===== src/rtl/rps_pkg.sv =====
// Shared codes for the stone-paper-scissors datapath.
// Winner codes come from the round evaluator; match-state codes are
// what the scorer reports to the status mux. Both sides import this.
package rps_pkg;

  typedef enum logic [1:0] {
    WIN_TIE     = 2'b00,
    WIN_P1      = 2'b01,
    WIN_P2      = 2'b10,
    WIN_INVALID = 2'b11
  } winner_e;

  typedef enum logic [1:0] {
    MS_PLAY = 2'b00,
    MS_P1   = 2'b01,
    MS_P2   = 2'b10,
    MS_DRAW = 2'b11
  } match_state_e;

  localparam int WIN_TARGET_DEF = 3;
  localparam int MAX_ROUNDS_DEF = 9;
  localparam int SCORE_W_DEF    = 3;
  localparam int ROUND_W_DEF    = 4;

  // 2-bit increment that sticks at 3
  function automatic logic [1:0] sat_inc2(input logic [1:0] v);
    return (v == 2'd3) ? 2'd3 : v + 2'd1;
  endfunction

endpackage


===== src/rtl/rps_match_scorer_if.sv =====
// Round-result / scoreboard bundle between the evaluator side (master)
// and the match scorer (slave).
//   res_valid, res_winner, new_match : master -> scorer
//   p1_score, p2_score, round_cnt, invalid_cnt, last_result,
//   match_state, match_done           : scorer -> master
interface rps_match_scorer_if #(
  parameter int SCORE_W = 3,
  parameter int ROUND_W = 4
);
  logic               res_valid;
  logic [1:0]         res_winner;
  logic               new_match;
  logic [SCORE_W-1:0] p1_score;
  logic [SCORE_W-1:0] p2_score;
  logic [ROUND_W-1:0] round_cnt;
  logic [1:0]         invalid_cnt;
  logic [1:0]         last_result;
  logic [1:0]         match_state;
  logic               match_done;

  modport master (
    output res_valid, res_winner, new_match,
    input  p1_score, p2_score, round_cnt, invalid_cnt, last_result,
           match_state, match_done
  );

  modport slave (
    input  res_valid, res_winner, new_match,
    output p1_score, p2_score, round_cnt, invalid_cnt, last_result,
           match_state, match_done
  );
endinterface


===== src/rtl/rps_rise_detect.sv =====
// Registered level-to-pulse converter.
//   lvl  : level input
//   ena  : when low the history flop holds and no pulse is produced
//   rise : combinational, high in the cycle where lvl is high and the
//          previously sampled (enabled) level was low
module rps_rise_detect (
  input  logic clk,
  input  logic rst_n,
  input  logic ena,
  input  logic lvl,
  output logic rise
);
  logic lvl_d, lvl_q;

  always_comb begin
    lvl_d = ena ? lvl : lvl_q;
    rise  = lvl & ~lvl_q & ena;
  end

  always_ff @(posedge clk or negedge rst_n) begin
    if (!rst_n) lvl_q <= 1'b0;
    else        lvl_q <= lvl_d;
  end
endmodule


===== src/rtl/rps_match_scorer.sv =====
// Best-of-N match scorer fed by the round evaluator.
//   clk, rst_n : clock, async active-low reset
//   ena        : global enable, all state holds while low
//   sif        : slave side of rps_match_scorer_if (round result in,
//                scores / counts / match outcome out)
// One round is taken per rising edge of res_valid. Scores and the match
// state update on that same edge; the outcome latches until new_match.
module rps_match_scorer
  import rps_pkg::*;
#(
  parameter int WIN_TARGET = WIN_TARGET_DEF,
  parameter int MAX_ROUNDS = MAX_ROUNDS_DEF,
  parameter int SCORE_W    = SCORE_W_DEF,
  parameter int ROUND_W    = ROUND_W_DEF
) (
  input  logic                clk,
  input  logic                rst_n,
  input  logic                ena,
  rps_match_scorer_if.slave   sif
);
  localparam logic [SCORE_W-1:0] TARGET = SCORE_W'(WIN_TARGET);
  localparam logic [ROUND_W-1:0] RLIMIT = ROUND_W'(MAX_ROUNDS);

  logic rise, clr, accept;

  logic [SCORE_W-1:0] p1_d, p1_q, p2_d, p2_q;
  logic [ROUND_W-1:0] round_d, round_q;
  logic [1:0]         inv_d, inv_q;
  logic [1:0]         last_d, last_q;
  match_state_e       state_d, state_q;

  rps_rise_detect u_rise (
    .clk  (clk),
    .rst_n(rst_n),
    .ena  (ena),
    .lvl  (sif.res_valid),
    .rise (rise)
  );

  // Clear wins over a coincident round; rounds after the outcome are dropped.
  always_comb begin
    clr    = ena & sif.new_match;
    accept = rise & ~clr & (state_q == MS_PLAY);
  end

  // Score / count datapath
  always_comb begin
    p1_d    = p1_q;
    p2_d    = p2_q;
    round_d = round_q;
    inv_d   = inv_q;
    last_d  = last_q;
    if (clr) begin
      p1_d    = '0;
      p2_d    = '0;
      round_d = '0;
      inv_d   = '0;
      last_d  = '0;
    end else if (accept) begin
      last_d = sif.res_winner;
      case (sif.res_winner)
        WIN_P1: begin
          p1_d    = p1_q + 1'b1;
          round_d = round_q + 1'b1;
        end
        WIN_P2: begin
          p2_d    = p2_q + 1'b1;
          round_d = round_q + 1'b1;
        end
        WIN_TIE:  round_d = round_q + 1'b1;
        default:  inv_d   = sat_inc2(inv_q);
      endcase
    end
  end

  always_ff @(posedge clk or negedge rst_n) begin
    if (!rst_n) begin
      p1_q    <= '0;
      p2_q    <= '0;
      round_q <= '0;
      inv_q   <= '0;
      last_q  <= '0;
    end else begin
      p1_q    <= p1_d;
      p2_q    <= p2_d;
      round_q <= round_d;
      inv_q   <= inv_d;
      last_q  <= last_d;
    end
  end

  // Match FSM: state register
  always_ff @(posedge clk or negedge rst_n) begin
    if (!rst_n) state_q <= MS_PLAY;
    else        state_q <= state_d;
  end

  // Match FSM: next state, judged on the post-update counts
  always_comb begin
    state_d = state_q;
    if (clr) begin
      state_d = MS_PLAY;
    end else if (accept) begin
      if (p1_d == TARGET)        state_d = MS_P1;
      else if (p2_d == TARGET)   state_d = MS_P2;
      else if (round_d == RLIMIT) begin
        if (p1_d > p2_d)         state_d = MS_P1;
        else if (p2_d > p1_d)    state_d = MS_P2;
        else                     state_d = MS_DRAW;
      end
    end
  end

  // Match FSM: outputs
  always_comb begin
    sif.p1_score    = p1_q;
    sif.p2_score    = p2_q;
    sif.round_cnt   = round_q;
    sif.invalid_cnt = inv_q;
    sif.last_result = last_q;
    sif.match_state = state_q;
    sif.match_done  = (state_q != MS_PLAY);
  end
endmodule


===== src/flat_wrapper.sv =====
// flat-port wrapper written by rule: the top's interface ports become plain ports
module rps_match_scorer_flat import rps_pkg::*;
#(
  parameter int WIN_TARGET = WIN_TARGET_DEF,
  parameter int MAX_ROUNDS = MAX_ROUNDS_DEF,
  parameter int SCORE_W    = SCORE_W_DEF,
  parameter int ROUND_W    = ROUND_W_DEF
)
  (clk, rst_n, ena, sif_res_valid, sif_res_winner, sif_new_match, sif_p1_score, sif_p2_score, sif_round_cnt, sif_invalid_cnt, sif_last_result, sif_match_state, sif_match_done);
  rps_match_scorer_if #(.SCORE_W(SCORE_W), .ROUND_W(ROUND_W)) sif_i ();
  input  logic clk;
  input  logic rst_n;
  input  logic ena;
  input wire logic [$bits(sif_i.res_valid)-1:0] sif_res_valid;
  input wire logic [$bits(sif_i.res_winner)-1:0] sif_res_winner;
  input wire logic [$bits(sif_i.new_match)-1:0] sif_new_match;
  output wire logic [$bits(sif_i.p1_score)-1:0] sif_p1_score;
  output wire logic [$bits(sif_i.p2_score)-1:0] sif_p2_score;
  output wire logic [$bits(sif_i.round_cnt)-1:0] sif_round_cnt;
  output wire logic [$bits(sif_i.invalid_cnt)-1:0] sif_invalid_cnt;
  output wire logic [$bits(sif_i.last_result)-1:0] sif_last_result;
  output wire logic [$bits(sif_i.match_state)-1:0] sif_match_state;
  output wire logic [$bits(sif_i.match_done)-1:0] sif_match_done;
  assign sif_i.res_valid = sif_res_valid;
  assign sif_i.res_winner = sif_res_winner;
  assign sif_i.new_match = sif_new_match;
  assign sif_p1_score = sif_i.p1_score;
  assign sif_p2_score = sif_i.p2_score;
  assign sif_round_cnt = sif_i.round_cnt;
  assign sif_invalid_cnt = sif_i.invalid_cnt;
  assign sif_last_result = sif_i.last_result;
  assign sif_match_state = sif_i.match_state;
  assign sif_match_done = sif_i.match_done;
  rps_match_scorer #(.WIN_TARGET(WIN_TARGET), .MAX_ROUNDS(MAX_ROUNDS), .SCORE_W(SCORE_W), .ROUND_W(ROUND_W)) u_core (.clk(clk), .rst_n(rst_n), .ena(ena), .sif(sif_i));
endmodule

===== config.mk =====
export PLATFORM = sky130hd
export DESIGN_NAME = rps_match_scorer_flat
export DESIGN_NICKNAME = d
export VERILOG_FILES = /design/src/rtl/rps_pkg.sv /design/src/rtl/rps_match_scorer_if.sv /design/src/rtl/rps_rise_detect.sv /design/src/rtl/rps_match_scorer.sv /design/src/flat_wrapper.sv
export SDC_FILE = /design/constraint.sdc
export NUM_CORES = 1
export LEC_CHECK = 0
export CAP_MARGIN = 20
export CORE_UTILIZATION = 45
export CTS_CLUSTER_SIZE = 8
export DETAILED_ROUTE_END_ITERATION = 10
export PLACE_DENSITY = 0.82
export SLEW_MARGIN = 20
export SYNTH_ARGS = -nofsm -noshare
export SYNTH_HDL_FRONTEND = slang
export SYNTH_SLANG_ARGS = --single-unit

===== constraint.sdc =====
create_clock -name clk -period 5.4 [get_ports clk]
set_input_delay 0.81 -clock clk [delete_from_list [all_inputs] [get_ports clk]]
set_output_delay 0.81 -clock clk [all_outputs]
set_load 0.02 [all_outputs]

==> impl_metrics.json <==
{
  "outcome": "complete, no violations",
  "tightest_slew_ps": 780,
  "start_kind": "input pin",
  "wl_um": 2250,
  "portBuffers": 23,
  "worst_clock_skew_ps": 0.931,
  "grt_pass1_wl_um": 3810,
  "gp_congestion": 0.768,
  "fp.dieW_um": 49.9,
  "min_path_type": "flop to flop",
  "numCtsBuffers": 3,
  "syn_inst": 105,
  "crit_path_end_kind": "flop",
  "path_max_fanout": 6,
  "grt_overflow": 0,
  "comb_power_share_pct": 19.0,
  "setup_viol": 0,
  "ios": 24,
  "fin_ws_ps": 2100,
  "path_class": "input pin to flop",
  "synth_area_per_cell_um2": 9.84,
  "powerDensity_nw_per_um2": 194,
  "cts_buffer_depth": 2,
  "dp_hpwl_um": 1710,
  "rows": 16,
  "period_needed_ps": 3300,
  "clkSinkCount": 17,
  "hold_viol": 0,
  "slew_headroom_pct": 47.8,
  "leakage_nw": 0.621,
  "initialDrtViolationCount": 11,
  "layout_common_cells": "clkdlybuf4s50_1 (23), dfrtp_1 (17), nor2_1 (12)",
  "antenna_left": 0,
  "ys_warn_count": 0,
  "clock_latency_ps": 290,
  "tns_ps": 0,
  "antenna_found_initial": 0,
  "ys_seq_elements": 17,
  "crit_required_ps": 5600,
  "place_ws_ps": 1830,
  "drc": 0,
  "pwr-share-clk_pct": 27.1,
  "holdWs_ps": 512,
  "area_growth_pct": 27.7,
  "synthesis.area_um2": 1030,
  "fin_crit_sh_pct": 61.2,
  "synth_fp_nets": 118,
  "coreArea_um2": 2060,
  "switching_power_mw": 0.0726,
  "final_nets": 145,
  "drive_gt1_share_pct": 8.40,
  "slew_viol_final": 0,
  "dieArea_um2": 2490,
  "dr.pass1.iters": 4,
  "hold_buffers": 0,
  "crit_arrival_ps": 3500,
  "cts_resized": 0,
  "vias_per_cell": 5.42,
  "first_global_vias": 880,
  "p_int_mw": 0.183,
  "maxCapViolations": 0,
  "ys_seq_area_share_pct": 41.2,
  "initial_core_util_pct": 50.1,
  "clk_pin_slew_worst_paths_ps": 100,
  "grt_max_degree": 18,
  "wire_per_inst_um": 14.3,
  "cts-root-buf": "clkbuf_4",
  "ir_drop_uv": 130,
  "synth_cell_type_count": 33,
  "layout_commonest_cell": "clkdlybuf4s50_1",
  "postCtsSetupRepairBufs": 0,
  "pwr-share-seq_pct": 53.9,
  "vias": 857,
  "swShare_pct": 28.4,
  "die_y_um": 49.9,
  "rsz0062_at_grt": "false",
  "htree_levels": 1,
  "diodes": 0,
  "fmax_mhz": 303,
  "cts_tree": "yes",
  "track_usage_pct": 20.1
}
==> registers in the layout, indices dropped and copies added (netlist names) <==
register / cells
u_core.sif.last_result: 2
u_core.u_rise.lvl_q: 1
u_core.sif.invalid_cnt: 2
u_core.sif.round_cnt: 4
u_core.sif.match_state: 2
u_core.sif.p2_score: 3
u_core.sif.p1_score: 3
==> routing by layer <==
| layer | track usage (%) | part of all wire (%) | vias to the layer above |
|---|---|---|---|
| li1 | - | - | 432 |
| met4 | 6.19 | 1.2 | 0 |
| met5 | 0 | 0 | - |
| met2 | 35.8 | 49 | 23 |
| met3 | 3.09 | 3.3 | 5 |
| met1 | 24.5 | 46 | 397 |
==> critical path: stages <==
cell	delay [ps]
clkdlybuf4s50_1	570
nor4b_1	370
nand2_1	240
mux2i_1	160
or2_2	300
ha_1	320
nor2b_1	130
o21ai_0	140
nand2b_1	90
and3_1	180
o41ai_2	200
==> power groups by stage <==
stage	Sequential, mW	Combinational (mW)	Clock, mW
3_3_place_gp	0.140	0.0480	0
5_1_grt	0.139	0.0538	0.0764
4_1_cts	0.138	0.0491	0.0695
6_report	0.138	0.0487	0.0693
2_1_floorplan	0.145	0.0212	0
3_5_place_dp	0.140	0.0489	0
==> logic make-up (layout without fill, tap and decap cells) <==
group | Yosys count | after routing | synth area share [%]
and+or+nand+nor | 48 | 48 | 24.5
adders and majority gates | 6 | 6 | 7.26
muxes | 7 | 7 | 7.02
AOI/OAI and AO/OA | 13 | 13 | 10.7
xor gates and xnor gates | 9 | 9 | 7.63
DFF | 17 | 17 | 41.2
buffers and inverters | 5 | 31 | 1.82
==> metrics by stage <==
stage	utilization, %	instances	total power [mW]	instance area, um^2
after floorplan	-	105	0.166	1030
after global placement	62.7	154	0.188	1290
after detailed placement	62.7	154	0.189	1290
after CTS	64.0	158	0.257	1320
after global routing	64.0	158	0.269	1320
final	64.0	158	0.256	1320
==> worst paths after layout <==
kind	from	to	slack (ps)	depth (start not counted)
worst max-delay path	sif_res_winner[1]	u_core.sif.match_state[1]$_DFFE_PN0P_	2100	11
worst min register to register	u_core.sif.last_result[0]$_DFFE_PN0P_	u_core.sif.last_result[0]$_DFFE_PN0P_	510	2
worst min-delay path	u_core.sif.last_result[0]$_DFFE_PN0P_	u_core.sif.last_result[0]$_DFFE_PN0P_	510	2
max in group asynchronous	rst_n	u_core.sif.last_result[0]$_DFFE_PN0P_	3950	1
min in group asynchronous	rst_n	u_core.sif.round_cnt[0]$_DFF_PN0_	960	1
worst max register to register	u_core.sif.match_state[1]$_DFFE_PN0P_	u_core.sif.match_state[1]$_DFFE_PN0P_	2670	10
==> final cells by class <==
cell class / count / area (um^2)
multi-input cells: 83 / 589
repair buffers: 23 / 230
flip-flops and latches: 17 / 425
well taps: 27 / 33.8
clock buffers: 4 / 26.3
fillers: 183 / 742
inverters: 4 / 15.0
==> cell usage after synthesis <==
master / instances / area share, %
dfrtp_1: 17 / 41
nor2_1: 12 / 4.4
nand2_1: 11 / 4.0
nand3_1: 8 / 3.9
xor2_1: 7 / 5.9
ha_1: 6 / 7.3
mux2i_1: 5 / 4.8
inv_1: 4 / 1.5
a211oi_1: 2 / 1.5
a21oi_1: 2 / 0.97
mux2_2: 2 / 2.2
nand3b_1: 2 / 1.5
nand4b_1: 2 / 1.7
nor2b_1: 2 / 1.2
nor3_1: 2 / 0.97
o31ai_1: 2 / 1.5
or2_2: 2 / 1.2
xnor2_1: 2 / 1.7
a2111oi_2: 1 / 1.5
a211o_1: 1 / 0.85
a21oi_2: 1 / 0.85
and2_1: 1 / 0.61
and3_1: 1 / 0.61
and4bb_2: 1 / 1.2
clkbuf_1: 1 / 0.36
nand2b_1: 1 / 0.61
nand4bb_1: 1 / 1.1
nor4b_1: 1 / 0.85
o211ai_1: 1 / 0.73
o21ai_0: 1 / 0.48
o41ai_1: 1 / 0.85
o41ai_2: 1 / 1.6
or4_1: 1 / 0.73
No activity file was read; power rests on OpenSTA's default activity.
